### src/rtl/p4_parte1_rst_pkg.sv
// Shared types and constants for the p4_parte1 reset controller.
// Contents: FSM state enum, slave register addresses, CAUSE bit positions,
// and the slave data width.
package p4_parte1_rst_pkg;

    localparam int unsigned DATA_W = 16;

    // Encodings are visible to software through STATUS[3:2].
    typedef enum logic [1:0] {
        ST_HOLD   = 2'd0,
        ST_SYS_UP = 2'd1,
        ST_RUN    = 2'd2
    } rst_state_e;

    localparam logic ADDR_CAUSE  = 1'b0;
    localparam logic ADDR_STATUS = 1'b1;

    localparam int unsigned CAUSE_POR_BIT  = 0;
    localparam int unsigned CAUSE_REQ_BASE = 1;

endpackage

### src/rtl/p4_parte1_rst_ctrl_if.sv
// Avalon-MM slave bundle for the reset controller register window.
// Signals: address (0=CAUSE, 1=STATUS), chipselect, write_n, writedata, readdata.
// Modports: master (bus initiator), slave (reset controller).
interface p4_parte1_rst_ctrl_if;
    import p4_parte1_rst_pkg::*;

    logic              address;
    logic              chipselect;
    logic              write_n;
    logic [DATA_W-1:0] writedata;
    logic [DATA_W-1:0] readdata;

    modport master (output address, chipselect, write_n, writedata, input readdata);
    modport slave  (input address, chipselect, write_n, writedata, output readdata);

endinterface

### src/rtl/p4_parte1_rst_sync_bit.sv
// Synchronizer for one asynchronous reset request level, with an optional
// debouncer behind it (macro P4_PARTE1_RST_CTRL_DEBOUNCE_EN, enabled per
// instance through USE_DEB).
// Ports: clk, reset_n (async active-low), d (async level in), q (synced level).
module p4_parte1_rst_sync_bit #(
    parameter int unsigned SYNC_STAGES = 2
`ifdef P4_PARTE1_RST_CTRL_DEBOUNCE_EN
    , parameter int unsigned DEB_CYCLES = 1000
    , parameter bit          USE_DEB    = 1'b0
`endif
) (
    input  logic clk,
    input  logic reset_n,
    input  logic d,
    output logic q
);

    logic [SYNC_STAGES-1:0] sync_q;
    logic                   sync_out;

    // Plain flop chain; the MSB is the metastability-settled level.
    always_ff @(posedge clk or negedge reset_n) begin
        if (!reset_n) begin
            sync_q <= '0;
        end else begin
            sync_q <= {sync_q[SYNC_STAGES-2:0], d};
        end
    end

    assign sync_out = sync_q[SYNC_STAGES-1];

`ifdef P4_PARTE1_RST_CTRL_DEBOUNCE_EN
    generate
        if (USE_DEB) begin : g_deb
            localparam int unsigned DEB_W = (DEB_CYCLES > 1) ? $clog2(DEB_CYCLES) : 1;

            logic [DEB_W-1:0] deb_cnt;
            logic             deb_q;

            // Count consecutive cycles the synced level differs from the output;
            // flip the output once it has differed for DEB_CYCLES cycles.
            always_ff @(posedge clk or negedge reset_n) begin
                if (!reset_n) begin
                    deb_cnt <= '0;
                    deb_q   <= 1'b0;
                end else if (sync_out == deb_q) begin
                    deb_cnt <= '0;
                end else if (deb_cnt == DEB_W'(DEB_CYCLES - 1)) begin
                    deb_cnt <= '0;
                    deb_q   <= sync_out;
                end else begin
                    deb_cnt <= deb_cnt + DEB_W'(1);
                end
            end

            assign q = deb_q;
        end else begin : g_nodeb
            assign q = sync_out;
        end
    endgenerate
`else
    assign q = sync_out;
`endif

endmodule

### src/rtl/p4_parte1_rst_ctrl.sv
// Reset controller: synchronizes reset requests (bit0 watchdog, MSB pushbutton),
// holds sys_reset_n low for HOLD_CYCLES after the last request, releases
// cpu_reset_n CPU_DELAY cycles later, and keeps a sticky reset-cause register.
// Ports: clk, reset_n (async active-low power-on), req_in[NUM_REQ],
//        bus (Avalon-MM slave: CAUSE @0 W1C, STATUS @1 RO),
//        sys_reset_n, cpu_reset_n, busy (all registered).
// Optional: P4_PARTE1_RST_CTRL_DEBOUNCE_EN debounces req_in[NUM_REQ-1].
module p4_parte1_rst_ctrl
    import p4_parte1_rst_pkg::*;
#(
    parameter int unsigned NUM_REQ     = 2,
    parameter int unsigned SYNC_STAGES = 2,
    parameter int unsigned HOLD_CYCLES = 16,
    parameter int unsigned CPU_DELAY   = 8
`ifdef P4_PARTE1_RST_CTRL_DEBOUNCE_EN
    , parameter int unsigned DEB_CYCLES = 1000
`endif
) (
    input  logic                 clk,
    input  logic                 reset_n,
    input  logic [NUM_REQ-1:0]   req_in,
    p4_parte1_rst_ctrl_if.slave  bus,
    output logic                 sys_reset_n,
    output logic                 cpu_reset_n,
    output logic                 busy
);

    localparam int unsigned CNT_MAX = (HOLD_CYCLES > CPU_DELAY) ? HOLD_CYCLES : CPU_DELAY;
    localparam int unsigned CNT_W   = (CNT_MAX > 1) ? $clog2(CNT_MAX) : 1;
    localparam logic [CNT_W-1:0]  HOLD_RELOAD = CNT_W'(HOLD_CYCLES - 1);
    localparam logic [CNT_W-1:0]  CPU_RELOAD  = CNT_W'(CPU_DELAY - 1);
    localparam logic [DATA_W-1:0] CAUSE_RST   = DATA_W'(1) << CAUSE_POR_BIT;

    logic [NUM_REQ-1:0] req_s;
    logic               any_req;

    rst_state_e         state_q, state_d;
    logic [CNT_W-1:0]   cnt_q, cnt_d;

    logic [DATA_W-1:0]  cause_q;
    logic [DATA_W-1:0]  cause_set_c, cause_clr_c, status_c;
    logic               cause_wr_c;

    // One synchronizer (plus optional debouncer on the pushbutton) per request.
    generate
        for (genvar i = 0; i < NUM_REQ; i++) begin : g_req
            p4_parte1_rst_sync_bit #(
                .SYNC_STAGES (SYNC_STAGES)
`ifdef P4_PARTE1_RST_CTRL_DEBOUNCE_EN
                , .DEB_CYCLES (DEB_CYCLES)
                , .USE_DEB    (i == NUM_REQ - 1)
`endif
            ) u_sync (
                .clk     (clk),
                .reset_n (reset_n),
                .d       (req_in[i]),
                .q       (req_s[i])
            );
        end
    endgenerate

    assign any_req = |req_s;

    // State, counter and reset outputs; outputs follow next state so they
    // change on the same edge as the state.
    always_ff @(posedge clk or negedge reset_n) begin
        if (!reset_n) begin
            state_q     <= ST_HOLD;
            cnt_q       <= HOLD_RELOAD;
            sys_reset_n <= 1'b0;
            cpu_reset_n <= 1'b0;
            busy        <= 1'b1;
        end else begin
            state_q     <= state_d;
            cnt_q       <= cnt_d;
            sys_reset_n <= (state_d != ST_HOLD);
            cpu_reset_n <= (state_d == ST_RUN);
            busy        <= (state_d != ST_RUN);
        end
    end

    // Sequencing: any request always returns to HOLD with a fresh hold count.
    always_comb begin
        state_d = state_q;
        cnt_d   = cnt_q;
        unique case (state_q)
            ST_HOLD: begin
                if (any_req) begin
                    cnt_d = HOLD_RELOAD;
                end else if (cnt_q == '0) begin
                    state_d = ST_SYS_UP;
                    cnt_d   = CPU_RELOAD;
                end else begin
                    cnt_d = cnt_q - CNT_W'(1);
                end
            end
            ST_SYS_UP: begin
                if (any_req) begin
                    state_d = ST_HOLD;
                    cnt_d   = HOLD_RELOAD;
                end else if (cnt_q == '0) begin
                    state_d = ST_RUN;
                end else begin
                    cnt_d = cnt_q - CNT_W'(1);
                end
            end
            ST_RUN: begin
                if (any_req) begin
                    state_d = ST_HOLD;
                    cnt_d   = HOLD_RELOAD;
                end
            end
            default: begin
                state_d = ST_HOLD;
                cnt_d   = HOLD_RELOAD;
            end
        endcase
    end

    // CAUSE update terms: sticky request bits, W1C clear, set wins over clear.
    always_comb begin
        cause_set_c = '0;
        cause_set_c[CAUSE_REQ_BASE +: NUM_REQ] = req_s;
        cause_wr_c  = bus.chipselect && !bus.write_n && (bus.address == ADDR_CAUSE);
        cause_clr_c = cause_wr_c ? bus.writedata : '0;
        status_c        = '0;
        status_c[0]     = sys_reset_n;
        status_c[1]     = cpu_reset_n;
        status_c[3:2]   = state_q;
    end

    // Cause register and registered read port; only reset_n clears POR.
    always_ff @(posedge clk or negedge reset_n) begin
        if (!reset_n) begin
            cause_q      <= CAUSE_RST;
            bus.readdata <= '0;
        end else begin
            cause_q      <= (cause_q & ~cause_clr_c) | cause_set_c;
            bus.readdata <= (bus.address == ADDR_STATUS) ? status_c : cause_q;
        end
    end

endmodule

### src/flat_wrapper.sv
// flat-port wrapper written by rule: the top's interface ports become plain ports
module p4_parte1_rst_ctrl_flat import p4_parte1_rst_pkg::*;
#(
    parameter int unsigned NUM_REQ     = 2,
    parameter int unsigned SYNC_STAGES = 2,
    parameter int unsigned HOLD_CYCLES = 16,
    parameter int unsigned CPU_DELAY   = 8

)
  (clk, reset_n, req_in, sys_reset_n, cpu_reset_n, busy, bus_address, bus_chipselect, bus_write_n, bus_writedata, bus_readdata);
  p4_parte1_rst_ctrl_if bus_i ();
  input  logic clk;
  input  logic reset_n;
  input  logic [NUM_REQ-1:0] req_in;
  output logic sys_reset_n;
  output logic cpu_reset_n;
  output logic busy;
  input wire logic [$bits(bus_i.address)-1:0] bus_address;
  input wire logic [$bits(bus_i.chipselect)-1:0] bus_chipselect;
  input wire logic [$bits(bus_i.write_n)-1:0] bus_write_n;
  input wire logic [$bits(bus_i.writedata)-1:0] bus_writedata;
  output wire logic [$bits(bus_i.readdata)-1:0] bus_readdata;
  assign bus_i.address = bus_address;
  assign bus_i.chipselect = bus_chipselect;
  assign bus_i.write_n = bus_write_n;
  assign bus_i.writedata = bus_writedata;
  assign bus_readdata = bus_i.readdata;
  p4_parte1_rst_ctrl #(.NUM_REQ(NUM_REQ), .SYNC_STAGES(SYNC_STAGES), .HOLD_CYCLES(HOLD_CYCLES), .CPU_DELAY(CPU_DELAY)) u_core (.clk(clk), .reset_n(reset_n), .req_in(req_in), .bus(bus_i), .sys_reset_n(sys_reset_n), .cpu_reset_n(cpu_reset_n), .busy(busy));
endmodule
### config.mk
export PLATFORM = sky130hd
export DESIGN_NAME = p4_parte1_rst_ctrl_flat
export DESIGN_NICKNAME = d
export VERILOG_FILES = /design/src/rtl/p4_parte1_rst_pkg.sv /design/src/rtl/p4_parte1_rst_ctrl_if.sv /design/src/rtl/p4_parte1_rst_sync_bit.sv /design/src/rtl/p4_parte1_rst_ctrl.sv /design/src/flat_wrapper.sv
export SDC_FILE = /design/constraint.sdc
export NUM_CORES = 1
export LEC_CHECK = 0
export CAP_MARGIN = 20
export CORE_AREA = 2 2 68 70
export DETAILED_ROUTE_END_ITERATION = 10
export DIE_AREA = 0 0 70 72
export MAX_ROUTING_LAYER = met4
export PLACE_DENSITY = 0.7
export SETUP_SLACK_MARGIN = 0.05
export SLEW_MARGIN = 5
export SYNTH_ARGS = -nofsm -noshare
export SYNTH_HDL_FRONTEND = slang
export SYNTH_HIERARCHICAL = 1
export SYNTH_SLANG_ARGS = --single-unit
### constraint.sdc
create_clock -name clk -period 1.7 [get_ports clk]
set_input_delay 0.425 -clock clk [delete_from_list [all_inputs] [get_ports clk]]
set_output_delay 0.425 -clock clk [all_outputs]
set_load 0.01 [all_outputs]
---- After elaboration in Yosys (flattened, before gate mapping) ----
Cells that the tools add are included.
word-level totals
  output and inout port bits .............. 19
  word-level logic and storage cells ...... 42
  input bits .............................. 23
  bits in registers ....................... 45
cells by class
  eq/ne operators ......................... 6
  bitwise operators ....................... 4
  reduce and logical (&&, ||, !) cells .... 8
  add/subtract/negate cells ............... 1
  multiplexer cells ....................... 14
operators with widths
  operator                                              count
  two-way mux 16 bit                                    2
  two-way mux 4 bit                                     5
  AND 16 bit                                            1
  inverter 16 bit                                       1
  OR 16 x 3 -> 16 bit                                   1
  one-hot mux 4 bit (3 select lines)                    1
  two-way mux 2 bit                                     5
  one-hot mux 2 bit (3 select lines)                    1
  equality test 2 bit (second input constant)           2
  logical NOT 4 bit                                     1
  subtractor 4 x 1 -> 4 bit (second input constant)     1
  != test 3 x 2 -> 1 bit (second input constant)        1
  equality test 2 x 1 -> 1 bit (second input constant)  1
  logical AND 1 bit                                     2
  logical NOT 2 bit                                     1
  != test 2 x 1 -> 1 bit (second input constant)        1
  != test 2 bit (second input constant)                 1
  AND reduction 2 bit                                   1
  nonzero test 2 bit                                    1
  OR reduction 2 bit                                    1
  logical NOT 1 bit                                     1
  inverter 1 bit                                        1

---- Logic depth before layout (Yosys ltp) ----
  word-level depth ........................ 7
  depth in mapped cells ................... 6
  gate-level depth less buffers ........... 6

---- Modules after synthesis ----
The synthesis kept the hierarchy.
modules (own cells, without submodules)
  module                  seq. area each (um^2)  area each (um^2)  times used  cells each
  p4_parte1_rst_ctrl      1033.5                 1542.7            1           113
  p4_parte1_rst_sync_bit  50.0                   50.0              2           2

---- Worst setup path before layout ----
OpenSTA, ideal clock, no wires.
  path type ............................... register -> register
  from .................................... register u_core.cnt_q[0]
  to ...................................... register u_core.cnt_q[3]
  setup time .............................. 0.093 ns
  buffers on the path ..................... 0
  data arrival time ....................... 1.647 ns
  slack ................................... -0.040 ns
  stages on the path, launching flop included .. 7
  period minus slack after synthesis ...... 1.740 ns
  required time ........................... 1.607 ns
  cell sequence ........................... dfstp_2 -> inv_1 -> ha_1 -> or3b_4 -> a2111oi_4 -> nor2b_1 -> a31oi_1
between the ends
  longest elaborated chain between the ends .. 4
  elaborated cells between the ends (all ways) .. 9
  those cells by class .................... 1 x add/sub; 1 x eq/ne; 5 x mux; 2 x reduce/logical
ends and longest elaborated chain
  element                                                                line                                                 source
  start: declaration                                                     p4_parte1_rst_ctrl.sv:38                             logic [CNT_W-1:0] cnt_q, cnt_d;
  start signal: assignment                                               p4_parte1_rst_ctrl.sv:75                             cnt_q <= cnt_d;
  subtractor 4 x 1 -> 4 bit / logical NOT 4 bit (equally long branches)  --
  two-way mux 4 bit (on tied branches)                                   p4_parte1_rst_ctrl.sv:101, p4_parte1_rst_ctrl.sv:90
  two-way mux 4 bit (on tied branches)                                   p4_parte1_rst_ctrl.sv:98, p4_parte1_rst_ctrl.sv:88
  one-hot mux 4 bit (3 select lines)                                     p4_parte1_rst_ctrl.sv:86                             unique case (state_q)
Several ways; a longest one is shown, not always the timed one. The select of a mux whose other input is x is not followed.
A chain may end at the register's enable or synchronous reset.

---- Worst setup path in the final report ----
  from .................................... register u_core.cnt_q[1]
  to ...................................... register u_core.cnt_q[3]
Same word-level chain as after synthesis.

==> impl_metrics.toml <==
[detailed_routing]
drtPass1Iterations = 4
vias = 1114
routed_wl_um = 3250
antenna_left = 0
drt-initial-drc-count = 12
wl_per_cell_um = 14.2
drc = 0
via_per_inst = 4.86

[die]
rows = 24
core_um2 = 4260
die_h_um = 72
chipWidth_um = 70
design.die.area_um2 = 5040
initial_core_util_pct = 38.5
pin_count = 42

[sta]
skew_ns = 0.00668
fin_crit_sh_pct = 100
worstMarginPinSlew_ns = 0.497
final-setup-viol-count = 1
min_period_ns = 1.70
slew_violations = 0
rsz0062_at_grt = "yes"
holdWs_ns = 0.0722
slew_headroom_pct = 66.6
finalHoldViolations = 0
fmax_mhz = 588
layout_setup_ws_ns = -0.000616

[synth]
ys_seq_elements = 45
synth.largest_area_cell = "dfrtp_1"
synthFlopType = "dfrtp_1"
syn_avg_cell_area_um2 = 14.0
synth_cell_types = 32
synth_area_leaders = "dfrtp_1, dfstp_2, a21boi_0"
yosys_warnings = 6
synthCells = 117
synth_area_um2 = 1640
synth_top_area_share_pct = 59.4
ys_seq_area_share_pct = 69.0
syn-num-nets = 141
async_flop_share_pct = 100
synth_edf_count = 0

[pwr]
ir_drop_mv = 0.570
power_density_nw_per_um2 = 858
p_leak_nw = 1.06

[placement]
dp_hpwl_um = 2310
dp_slack_ns = 0.00898
port_buffers = 41
gp_congestion = 0.813

[finish]
drive_above_1_share_pct = 22.0
n_antenna_cell = 0
nets = 200
area_growth_pct = 43.0

[worst_setup_path]
worst-r2r-cell-count = 6
reg2reg_to = "u_core/cnt_q[3]$_DFFE_PN1P_"
slowest_stage = "a2111oi_4"
ff2ff_setup_slack_ns = -0.0006
path_class = "flop to flop"
r2r_start = "u_core/cnt_q[1]$_DFFE_PN1P_"
cp-end-kind = "flop"
crit_path_max_fanout = 5
max_stage_delay_ns = 0.42
crit_arrival_ns = 1.91
startpoint_type = "flop"
path_cells = "inv_2, ha_4, or3b_4, a2111oi_4, nor2b_1, a31oi_1"
required_ns = 1.91

[clock_network]
clk_pin_slew_ns = 0.08
cts_tree = "yes"
hold_buffers = 0
cts_buffer_depth = 2
clock_sinks = 45
cts_made_buffers = 5
htree_levels = 2
cts-root-buf = "clkbuf_8"
insertion_delay_ns = 0.30

[global_routing]
grt_pass1_wl_um = 5430
grt_max_degree = 23
grt-ovfl-total = 0
grt_use_total_pct = 14.2
grt_pass1_vias = 1170
antenna_found_initial = 0

[flow_run]
max_cap_viol_count = 0

[min_path]
hold_path.class = "primary input to asynchronous set/reset pin"

[run_status]
failed_checks = "negative setup slack"
status = "complete, but fails checks"
-- worst max-delay path: cells and delay by family (launching register included) --
kind	cells	cell delay [ns]
flops	1	0.38
fa+ha+maj	1	0.13
compound gates	2	0.47
simple gates	2	0.59
buf+inv	1	0.06
-- metal layers --
metal / share of wire, % / routed length [um] / GRT usage (%) / up-vias
li1: - / - / - / 519
met1: 40 / 1300 / 15.6 / 560
met2: 53 / 1710 / 24.4 / 29
met3: 5.6 / 182 / 4.72 / 6
met4: 1.6 / 52 / 5.13 / 0
met5: 0 / 0 / - / -
-- how the worst max path moves through the flow --
| stage | start | to | slack, ns |
|---|---|---|---|
| floorplan | u_core/cnt_q[1]$_DFFE_PN1P_ | u_core/cnt_q[3]$_DFFE_PN1P_ | 0.06 |
| global placement | u_core/cnt_q[1]$_DFFE_PN1P_ | u_core/cnt_q[3]$_DFFE_PN1P_ | 0.06 |
| detailed placement | u_core/cnt_q[1]$_DFFE_PN1P_ | u_core/cnt_q[3]$_DFFE_PN1P_ | 0.009 |
| CTS | u_core/cnt_q[1]$_DFFE_PN1P_ | u_core/cnt_q[3]$_DFFE_PN1P_ | 0.008 |
| global route | u_core/cnt_q[1]$_DFFE_PN1P_ | u_core/cnt_q[3]$_DFFE_PN1P_ | -0.08 |
| finish | u_core/cnt_q[1]$_DFFE_PN1P_ | u_core/cnt_q[3]$_DFFE_PN1P_ | -0.0006 |
-- metrics by stage --
step           utilization [%]  power [mW]  cell area (um2)   TNS [ns]  instances
2_1_floorplan                -        1.14             1660          0        117
6_report                  55.1        2.01             2350  -0.000616        229
4_1_cts                   54.7        2.04             2330          0        227
3_3_place_gp              51.5        1.23             2200          0        216
3_5_place_dp              51.5        1.24             2200          0        216
5_1_grt                   55.1        2.10             2350     -0.182        229
-- Yosys cell counts (all sizes together) (3+ instances only) --
cell type / n
dfrtp: 39
a21boi: 14
nor2b: 14
dfstp: 6
inv: 4
mux2: 4
a21o: 3
clkbuf: 3
nor3: 3
or3: 3
-- flip-flops by register name, summed over array words and instances (netlist names) --
register and flops:
u_core/cnt_q 4, u_core/g_req.u_sync/sync_q 4, u_core/sys_reset_n 1, u_core/cause_q 16
u_core/busy 1, u_core/bus.readdata 16, u_core/state_q 2, u_core/cpu_reset_n 1
-- timing repair --
item | in CTS | in global routing
setup buffers | 3 | 2
gates resized for setup | 2 | 1
endpoints found under the setup margin | 4 | 6
hold endpoints to repair | 0 | 0
-- logic make-up (layout without fill, tap and decap cells) --
family	after synthesis	after routing	share of synthesized area, %
and+or+nand+nor	29	29	10.5
buffers and inverters	8	68	1.90
DFF	45	45	69.0
adders and majority gates	1	1	0.761
AOI/OAI and AO/OA	26	26	12.8
muxes	6	6	3.96
xor gates and xnor gates	2	2	1.07
-- layout by cell type, fill, tap and decap left out, types with 2 or more instances in the layout --
cell             count
a21boi_0            14
nor3_1               3
a21o_1               3
nor2b_1             14
mux2i_1              2
mux2_2               4
dfrtp_1             39
or3_1                3
dfstp_2              6
inv_2                3
nor2_1               2
clkbuf_8             5
clkdlybuf4s50_1     38
buf_4               14
nand2_1              2
-- power by group --
group | switching [mW] | total, mW | internal, mW
combinational | 0.0512 | 0.126 | 0.0752
sequential | 0.0103 | 1.09 | 1.08
clock | 0.353 | 0.794 | 0.441
total | 0.414 | 2.01 | 1.60
-- final cells by class --
| cell class | count | area (um2) |
|---|---|---|
| Inverter | 4 | 15.0 |
| Tap cell | 52 | 65.1 |
| Timing Repair Buffer | 56 | 532 |
| Clock inverter | 2 | 38.8 |
| Fill cell | 352 | 1920 |
| Sequential cell | 45 | 1130 |
| Clock buffer | 6 | 72.6 |
| Multi-Input combinational cell | 64 | 492 |
(Power assumes the default switching activity.)
